$ cat src/rtl/alu_seq_pkg.sv
// Shared constants, FSM states and request decode for the sequential ALU control.
// Mult/div support is enabled by defining ALU_SEQ_MULDIV_EN.
package alu_seq_pkg;

   localparam logic [1:0] OP_ADD   = 2'b00;
   localparam logic [1:0] OP_SUB   = 2'b01;
   localparam logic [1:0] OP_RTYPE = 2'b10;
   localparam logic [1:0] OP_ILL   = 2'b11;

   localparam logic [3:0] CTL_AND   = 4'b0000;
   localparam logic [3:0] CTL_OR    = 4'b0001;
   localparam logic [3:0] CTL_ADD   = 4'b0010;
   localparam logic [3:0] CTL_SUB   = 4'b0110;
   localparam logic [3:0] CTL_SLT   = 4'b0111;
   localparam logic [3:0] CTL_NOR   = 4'b1100;
   localparam logic [3:0] CTL_MULT  = 4'b1000;
   localparam logic [3:0] CTL_MULTU = 4'b1001;
   localparam logic [3:0] CTL_DIV   = 4'b1010;
   localparam logic [3:0] CTL_DIVU  = 4'b1011;

   localparam logic [5:0] FN_ADD   = 6'b100000;
   localparam logic [5:0] FN_ADDU  = 6'b100001;
   localparam logic [5:0] FN_SUB   = 6'b100010;
   localparam logic [5:0] FN_SUBU  = 6'b100011;
   localparam logic [5:0] FN_AND   = 6'b100100;
   localparam logic [5:0] FN_OR    = 6'b100101;
   localparam logic [5:0] FN_NOR   = 6'b100111;
   localparam logic [5:0] FN_SLT   = 6'b101010;
   localparam logic [5:0] FN_MULT  = 6'b011000;
   localparam logic [5:0] FN_MULTU = 6'b011001;
   localparam logic [5:0] FN_DIV   = 6'b011010;
   localparam logic [5:0] FN_DIVU  = 6'b011011;

   typedef enum logic [1:0] {
      S_IDLE,
      S_RUN,
      S_DONE
   } state_t;

   typedef struct packed {
      logic [3:0] ctrl;
      logic       illegal;
      logic       muldiv;
      logic       is_div;
      logic       is_signed;
   } dec_t;

   localparam dec_t DEC_ILLEGAL = '{
      ctrl: CTL_AND, illegal: 1'b1, muldiv: 1'b0,
      is_div: 1'b0, is_signed: 1'b0
   };

   function automatic dec_t alu_decode(input logic [1:0] op,
                                       input logic [5:0] fn);
      dec_t d;
      d = '0;
      case (op)
         OP_ADD:   d.ctrl = CTL_ADD;
         OP_SUB:   d.ctrl = CTL_SUB;
         OP_RTYPE: begin
            case (fn)
               FN_ADD, FN_ADDU: d.ctrl = CTL_ADD;
               FN_SUB, FN_SUBU: d.ctrl = CTL_SUB;
               FN_AND:  d.ctrl = CTL_AND;
               FN_OR:   d.ctrl = CTL_OR;
               FN_NOR:  d.ctrl = CTL_NOR;
               FN_SLT:  d.ctrl = CTL_SLT;
               FN_MULT: d = '{CTL_MULT, 1'b0, 1'b1, 1'b0, 1'b1};
               FN_MULTU: d = '{CTL_MULTU, 1'b0, 1'b1, 1'b0, 1'b0};
               FN_DIV:  d = '{CTL_DIV, 1'b0, 1'b1, 1'b1, 1'b1};
               FN_DIVU: d = '{CTL_DIVU, 1'b0, 1'b1, 1'b1, 1'b0};
               default: d = DEC_ILLEGAL;
            endcase
         end
         default:  d = DEC_ILLEGAL;
      endcase
      return d;
   endfunction

endpackage

$ cat src/rtl/alu_seq_muldiv.sv
// Iterative radix-2 shift-add multiplier / restoring divider on magnitudes,
// with sign fix-up applied to the result of the final step.
module alu_seq_muldiv
   import alu_seq_pkg::*;
#(
   parameter int DATA_WIDTH = 32
) (
   input  logic                  clk,
   input  logic                  rst_n,
   input  logic                  i_start,
   input  logic                  i_signed,
   input  logic                  i_div,
   input  logic [DATA_WIDTH-1:0] i_a,
   input  logic [DATA_WIDTH-1:0] i_b,
   output logic                  o_done,
   output logic [DATA_WIDTH-1:0] o_hi,
   output logic [DATA_WIDTH-1:0] o_lo
);

   localparam int DW = DATA_WIDTH;
   localparam int CW = $clog2(DW);

   logic          r_busy;
   logic          r_div;
   logic          r_neg_q;
   logic          r_neg_r;
   logic [CW-1:0] r_cnt;
   logic [DW:0]   r_acc;
   logic [DW-1:0] r_q;
   logic [DW-1:0] r_m;

   logic          w_a_neg;
   logic          w_b_neg;
   logic [DW-1:0] w_a_mag;
   logic [DW-1:0] w_b_mag;
   logic [DW:0]   w_add;
   logic [DW:0]   w_shl;
   logic [DW:0]   w_diff;
   logic [DW:0]   w_acc_n;
   logic [DW-1:0] w_q_n;
   logic [2*DW-1:0] w_prod;
   logic [2*DW-1:0] w_prod_s;

   assign w_a_neg = i_signed & i_a[DW-1];
   assign w_b_neg = i_signed & i_b[DW-1];
   assign w_a_mag = w_a_neg ? -i_a : i_a;
   assign w_b_mag = w_b_neg ? -i_b : i_b;

   always_comb begin
      w_add   = r_q[0] ? (r_acc + {1'b0, r_m}) : r_acc;
      w_shl   = {r_acc[DW-1:0], r_q[DW-1]};
      w_diff  = w_shl - {1'b0, r_m};
      w_acc_n = {1'b0, w_add[DW:1]};
      w_q_n   = {w_add[0], r_q[DW-1:1]};
      if (r_div) begin
         // Top bit of the difference set means the trial subtract borrowed
         w_acc_n = w_diff[DW] ? w_shl : w_diff;
         w_q_n   = {r_q[DW-2:0], ~w_diff[DW]};
      end
   end

   assign w_prod   = {w_acc_n[DW-1:0], w_q_n};
   assign w_prod_s = r_neg_q ? -w_prod : w_prod;

   always_comb begin
      o_hi = w_prod_s[2*DW-1:DW];
      o_lo = w_prod_s[DW-1:0];
      if (r_div) begin
         o_lo = r_neg_q ? -w_q_n : w_q_n;
         o_hi = r_neg_r ? -w_acc_n[DW-1:0] : w_acc_n[DW-1:0];
      end
   end

   assign o_done = r_busy & (r_cnt == '0);

   always_ff @(posedge clk) begin
      if (!rst_n) begin
         r_busy  <= 1'b0;
         r_div   <= 1'b0;
         r_neg_q <= 1'b0;
         r_neg_r <= 1'b0;
         r_cnt   <= '0;
         r_acc   <= '0;
         r_q     <= '0;
         r_m     <= '0;
      end else if (i_start) begin
         r_busy  <= 1'b1;
         r_div   <= i_div;
         r_neg_q <= w_a_neg ^ w_b_neg;
         r_neg_r <= w_a_neg;
         r_cnt   <= CW'(DW - 1);
         r_acc   <= '0;
         r_q     <= w_a_mag;
         r_m     <= w_b_mag;
      end else if (r_busy) begin
         r_acc <= w_acc_n;
         r_q   <= w_q_n;
         r_cnt <= r_cnt - 1'b1;
         if (r_cnt == '0) r_busy <= 1'b0;
      end
   end

endmodule

$ cat src/rtl/alu_seq_control.sv
// ALU control decoder with valid/ready handshake and optional iterative
// mult/div unit (enabled by ALU_SEQ_MULDIV_EN).
module alu_seq_control
   import alu_seq_pkg::*;
#(
   parameter int DATA_WIDTH = 32
) (
   input  logic                  clk,
   input  logic                  rst_n,
   input  logic                  in_valid,
   output logic                  in_ready,
   input  logic [1:0]            alu_op,
   input  logic [5:0]            funct,
   input  logic [DATA_WIDTH-1:0] src_a,
   input  logic [DATA_WIDTH-1:0] src_b,
   output logic                  out_valid,
   input  logic                  out_ready,
   output logic [3:0]            alu_control,
   output logic                  illegal,
   output logic                  div0,
   output logic [DATA_WIDTH-1:0] hi,
   output logic [DATA_WIDTH-1:0] lo
);

   state_t     r_state;
   state_t     w_next;
   logic [3:0] r_ctrl;
   logic       r_illegal;
   dec_t       w_dec;
   logic       w_accept;
   logic       w_start;
   logic       w_md_done;

   always_comb begin
      w_dec = alu_decode(alu_op, funct);
`ifndef ALU_SEQ_MULDIV_EN
      if (w_dec.muldiv) w_dec = DEC_ILLEGAL;
`endif
   end

   assign in_ready = rst_n & ((r_state == S_IDLE) |
                              ((r_state == S_DONE) & out_ready));
   assign w_accept = in_valid & in_ready;
   assign out_valid = (r_state == S_DONE);
   assign alu_control = r_ctrl;
   assign illegal = r_illegal & out_valid;

   always_comb begin
      w_next = r_state;
      if (w_accept) begin
         w_next = w_start ? S_RUN : S_DONE;
      end else begin
         unique case (r_state)
            S_IDLE: w_next = S_IDLE;
            S_RUN:  if (w_md_done) w_next = S_DONE;
            S_DONE: if (out_ready) w_next = S_IDLE;
            default: w_next = S_IDLE;
         endcase
      end
   end

   always_ff @(posedge clk) begin
      if (!rst_n) begin
         r_state   <= S_IDLE;
         r_ctrl    <= CTL_AND;
         r_illegal <= 1'b0;
      end else begin
         r_state <= w_next;
         if (w_accept) begin
            r_ctrl    <= w_dec.ctrl;
            r_illegal <= w_dec.illegal;
         end
      end
   end

`ifdef ALU_SEQ_MULDIV_EN
   logic                  w_div0;
   logic                  r_div0;
   logic [DATA_WIDTH-1:0] r_hi;
   logic [DATA_WIDTH-1:0] r_lo;
   logic [DATA_WIDTH-1:0] w_md_hi;
   logic [DATA_WIDTH-1:0] w_md_lo;

   // Divide by zero never enters the iterative path
   assign w_div0  = w_dec.muldiv & w_dec.is_div & (src_b == '0);
   assign w_start = w_accept & w_dec.muldiv & ~w_div0;

   alu_seq_muldiv #(
      .DATA_WIDTH(DATA_WIDTH)
   ) u_muldiv (
      .clk     (clk),
      .rst_n   (rst_n),
      .i_start (w_start),
      .i_signed(w_dec.is_signed),
      .i_div   (w_dec.is_div),
      .i_a     (src_a),
      .i_b     (src_b),
      .o_done  (w_md_done),
      .o_hi    (w_md_hi),
      .o_lo    (w_md_lo)
   );

   always_ff @(posedge clk) begin
      if (!rst_n) begin
         r_div0 <= 1'b0;
         r_hi   <= '0;
         r_lo   <= '0;
      end else begin
         if (w_accept) r_div0 <= w_div0;
         if (w_accept && w_div0) begin
            r_hi <= src_a;
            r_lo <= '1;
         end else if (r_state == S_RUN && w_md_done) begin
            r_hi <= w_md_hi;
            r_lo <= w_md_lo;
         end
      end
   end

   assign div0 = r_div0 & out_valid;
   assign hi   = r_hi;
   assign lo   = r_lo;
`else
   logic w_unused_ops;

   assign w_unused_ops = ^{src_a, src_b, w_dec.is_div, w_dec.is_signed};
   assign w_start   = 1'b0;
   assign w_md_done = 1'b0;
   assign div0      = 1'b0;
   assign hi        = '0;
   assign lo        = '0;
`endif

endmodule

$ cat config.mk
export PLATFORM = sky130hd
export DESIGN_NAME = alu_seq_control
export DESIGN_NICKNAME = d
export VERILOG_FILES = /design/src/rtl/alu_seq_pkg.sv /design/src/rtl/alu_seq_muldiv.sv /design/src/rtl/alu_seq_control.sv
export SDC_FILE = /design/constraint.sdc
export NUM_CORES = 1
export LEC_CHECK = 0
export CORE_AREA = 10 10 62 101
export DETAILED_ROUTE_END_ITERATION = 12
export DIE_AREA = 0 0 72 111
export GPL_ROUTABILITY_DRIVEN = 0
export PLACE_DENSITY = 0.72
export SLEW_MARGIN = 5
export SYNTH_ARGS = -nofsm -noshare
export SYNTH_HDL_FRONTEND = slang
export SYNTH_SLANG_ARGS = --single-unit
$ cat constraint.sdc
create_clock -name clk -period 1.2 [get_ports clk]
set_clock_uncertainty 0.15 [all_clocks]
set_input_delay 0.36 -clock clk [delete_from_list [all_inputs] [get_ports clk]]
set_output_delay 0.36 -clock clk [all_outputs]
set_load 0.05 [all_outputs]
; ---- Word level (Yosys, flattened, before mapping)
; Cells that the tools add are included.
; W data, S select, Z words.
[op_classes]
n_eq_ne = 19
mux = 8
n_bitwise = 7
n_reduce_logical = 9
[op_table]
columns = cell, n
row1 = $eq A6 B6 Y1 const B, 8
row2 = $pmux W4 S9, 1
row3 = $eq A6 B5 Y1 const B, 4
row4 = $pmux W4 S5, 1
row5 = $pmux W4 S3, 1
row6 = $mux W8, 1
row7 = $pmux W4 S2, 1
row8 = $reduce_or A2 Y1, 4
row9 = $reduce_or A8 Y1, 1
row10 = $and A1 B1 Y1, 4
row11 = $eq A2 B1 Y1 const B, 2
row12 = $eq A2 B2 Y1 const B, 2
row13 = $logic_not A2 Y1, 2
row14 = $mux W2, 2
row15 = $pmux W2 S2, 1
row16 = $reduce_and A2 Y1, 2
row17 = $ne A3 B1 Y1 const B, 1
row18 = $ne A2 B1 Y1 const B, 1
row19 = $ne A2 B2 Y1 const B, 1
row20 = $not A1 Y1, 2
row21 = $or A1 B1 Y1, 1
[totals]
reg_bits = 7
input_bits = 76
out_inout_bits = 72
elab_cells = 47

; ---- Longest topological paths before layout
[logic_depth]
ltp_word = 7
mapped_depth = 3
ltp_nobuf = 3

; ---- Worst setup path after synthesis
; OpenSTA, ideal clock, no wires.
[synth_path]
kind = register to output
from = register r_state[1]
to = output in_ready
arrival_time_ns = 1.204
required_ns = 0.690
slack_ns = -0.514
stages_incl_launch_ff = 3
n_path_buf = 0
cell_sequence = dfxtp_1 > nand2b_1 > and2_1
[synth_via]
elab_chain_cells = 4
elab_cells_between_ends = 5
cone_classes = eq/ne (1) / bitwise (3) / reduce/logical (1)
[synth_rtl]
columns = item, line_no
row1 = from (decl), alu_seq_control.sv:25  ; state_t r_state;
row2 = from (signal assigned), alu_seq_control.sv:68  ; r_state <= w_next;
row3 = $eq A2 B2 Y1, alu_seq_control.sv:42  ; ((r_state == S_DONE) & out_ready));
row4 = $and A1 B1 Y1, alu_seq_control.sv:42
row5 = $or A1 B1 Y1 *, alu_seq_control.sv:41  ; assign in_ready = rst_n & ((r_state == S_IDLE) |
row6 = $and A1 B1 Y1 *, alu_seq_control.sv:41
row7 = to (decl), alu_seq_control.sv:11  ; output logic in_ready,
; Mark *: on every way between the ends. The rest lies on a longest branch, timed or not.

; ---- Final worst setup path
; Same ends and word-level chain as after synthesis.

==> flow_summary.ini <==
[outcome]
status = finished with violations
violations = negative setup slack

[synthesis]
syn_avg_cell_area_um2 = 7.936
seq_area_frac_synth_pct = 14.41
synthCells = 105
synth_cell_types = 21
ys_ff_latch = 6
synth_area_um2 = 833.3
yosys_warnings = 0

[placed_design]
place_area_mm2 = 0.001005
port-buffer-count = 18
place_ws_ns = -0.5818
dp_hpwl_um = 2001

[clocking]
htreeDepth = 1
path_clk_slew_ns = 0.04
clock_sinks = 6
cts_tree = yes
root_buffer = clkbuf_8
holdBufCountCts = 0
cts_made_buffers = 3
cts_buffer_depth = 2
insertion_delay_ns = 0.23

[grt]
grt_pass1_vias = 793
grtUsageTotal_pct = 5.259
grt_max_degree = 6
antenna_found_initial = 0
grt_pass1_wl_um = 3381
gr-total-overflow = 0

[critical_path]
critPathCapture = in_ready
rr_endpoint = alu_control[2]
startpoint_type = flip-flop
cp_data_arrival_time_ns = 0.94
path_class = reg -> out
r2r-start = r_state[1]
reg2regPathDepth = 5
crit_start = r_state[1]
reg2reg_slack_ns = -0.11
cp-end-kind = output pin
worst-path-max-fanout = 3
cp_data_required_time_ns = 0.69

[layout]
nFillCells = 477
drive_gt1_share_pct = 39.58
multi_input_area_um2 = 526.8
syn_to_final_growth_pct = 36.64
fin_area_mm2 = 0.001139
antennaDiodeCount = 0
layout_commonest_cell = conb_1
layout_common_cells = 65 x conb_1, 16 x buf_4, 7 x buf_12
seq_area_um2 = 128.9
fin_nets = 221
fin_util_pct = 24.62

[route]
drt-pass1-iter-count = 3
antenna_left = 0
routedWlPerCell_um = 12.26
drt_wl_total_um = 2402
drt-met1-wl_um = 948
initialDrtViolationCount = 43
viasPerCell = 3.423
met2WireLength_um = 967
topRoutingLayerUsed = met4
route.met3.wl_um = 407
drc = 0
vias = 671

[timing]
rsz0062_at_grt = yes
timing.final.ws_setup_ns = -0.2493
period_share_pct = 120.8
finalCriticalPeriod_ns = 1.449
hold_viol_final = 0
finalMaxSlewViolations = 0
max_freq_mhz = 690.0
setup_viol = 11

[floorplanning]
num_rows = 33
die_area_mm2 = 0.007992
initial_core_util_pct = 18.02
die_y_um = 111
ioPinCount = 148
core_mm2 = 0.004624
fp.dieW_um = 72

[power_and_ir_drop]
finalPower_uw = 1260
powerDensity_mw_per_mm2 = 1107
p_leak_uw = 0.0005902
ir_drop_mv = 0.6804

[worst_hold_path]
hold_path_class = in -> reg

[job]
drv_cap = 0
[cells in the mapped netlist]
cell / n / share of area (%)
buf_4: 65 / 59
dfxtp_1: 6 / 14
and2_1: 4 / 3.0
nand2_1: 4 / 1.8
nand2b_1: 4 / 3.0
nand3_1: 3 / 1.8
o22ai_1: 3 / 2.3
a21oi_1: 2 / 1.2
inv_1: 2 / 0.90
a211oi_1: 1 / 0.90
a211oi_2: 1 / 1.5
a311oi_1: 1 / 1.1
and3b_1: 1 / 1.1
and4bb_2: 1 / 1.5
conb_1: 1 / 0.45
mux2i_1: 1 / 1.2
nand4_1: 1 / 0.75
o221a_1: 1 / 1.4
o32a_1: 1 / 1.2
or3_1: 1 / 0.75
or3b_4: 1 / 1.4
[critical path: stages, from the launching register on]
cell,delay (ns)
dfxtp_4,0.35
nand2b_4,0.06
and2_4,0.15
buf_12,0.14
[per-layer routing]
metal / vias to the layer above / GRT usage (%)
met4: 0 / 3.891
met2: 87 / 7.565
li1: 294 / -
met1: 283 / 4.941
met3: 7 / 3.943
met5: - / 0
[where the power goes]
part / leakage, µW / total, µW / switching (µW) / internal (µW)
sequential: 0.0000515 / 219 / 9.14 / 210
clock: 0.0000228 / 353 / 121 / 231
combinational: 0.000516 / 688 / 558 / 130
[how the worst min path moves through the flow]
stage / startpoint / to / cells after the start
after detailed placement: alu_control[3] / alu_control[3] / 2
after global placement: r_illegal / r_illegal / 2
after CTS: alu_control[3] / alu_control[3] / 2
after global routing: alu_op[0] / alu_control[2] / 3
after floorplan: r_illegal / r_illegal / 2
final: in_valid / r_state[1] / 3
[state kept, by name (all words and copies together), names as in the netlist]
register,flops
alu_control,4
r_illegal,1
r_state,1
[cells by family after synthesis]
logic type / after synthesis / synth area share [%]
AOI/OAI and AO/OA: 10 / 9.460
buffers and inverters: 67 / 59.46
DFF: 6 / 14.41
muxes: 1 / 1.201
other: 1 / 0.4500
and+or+nand+nor: 20 / 15.01
[layout make-up]
type                       instances  area share (%)
clock buffer                       4           3.956
sequential                         6           11.32
timing repair buffer              36           32.09
inverter                           2          0.6593
tap                               52           5.714
multi-input combinational         96           46.26
[per-stage QoR]
step / hold slack, ns / std cells / setup TNS [ns]
after floorplan: 0.2984 / 169 / -0.1547
final: 0.2558 / 196 / -1.110
after detailed placement: 0.3504 / 185 / -3.582
after global routing: 0.2846 / 196 / -1.275
after CTS: 0.3402 / 192 / -1.699
after global placement: 0.3532 / 185 / -3.480
[repair_timing]
| item | 4_1_cts | 5_1_grt |
|---|---|---|
| pin swaps | 8 | 10 |
| setup buffers | 3 | 4 |
| setup endpoints to repair | 13 | 12 |
| resized for setup | 23 | 25 |
| gates cloned | 0 | 0 |
(Power assumes the default switching activity.)
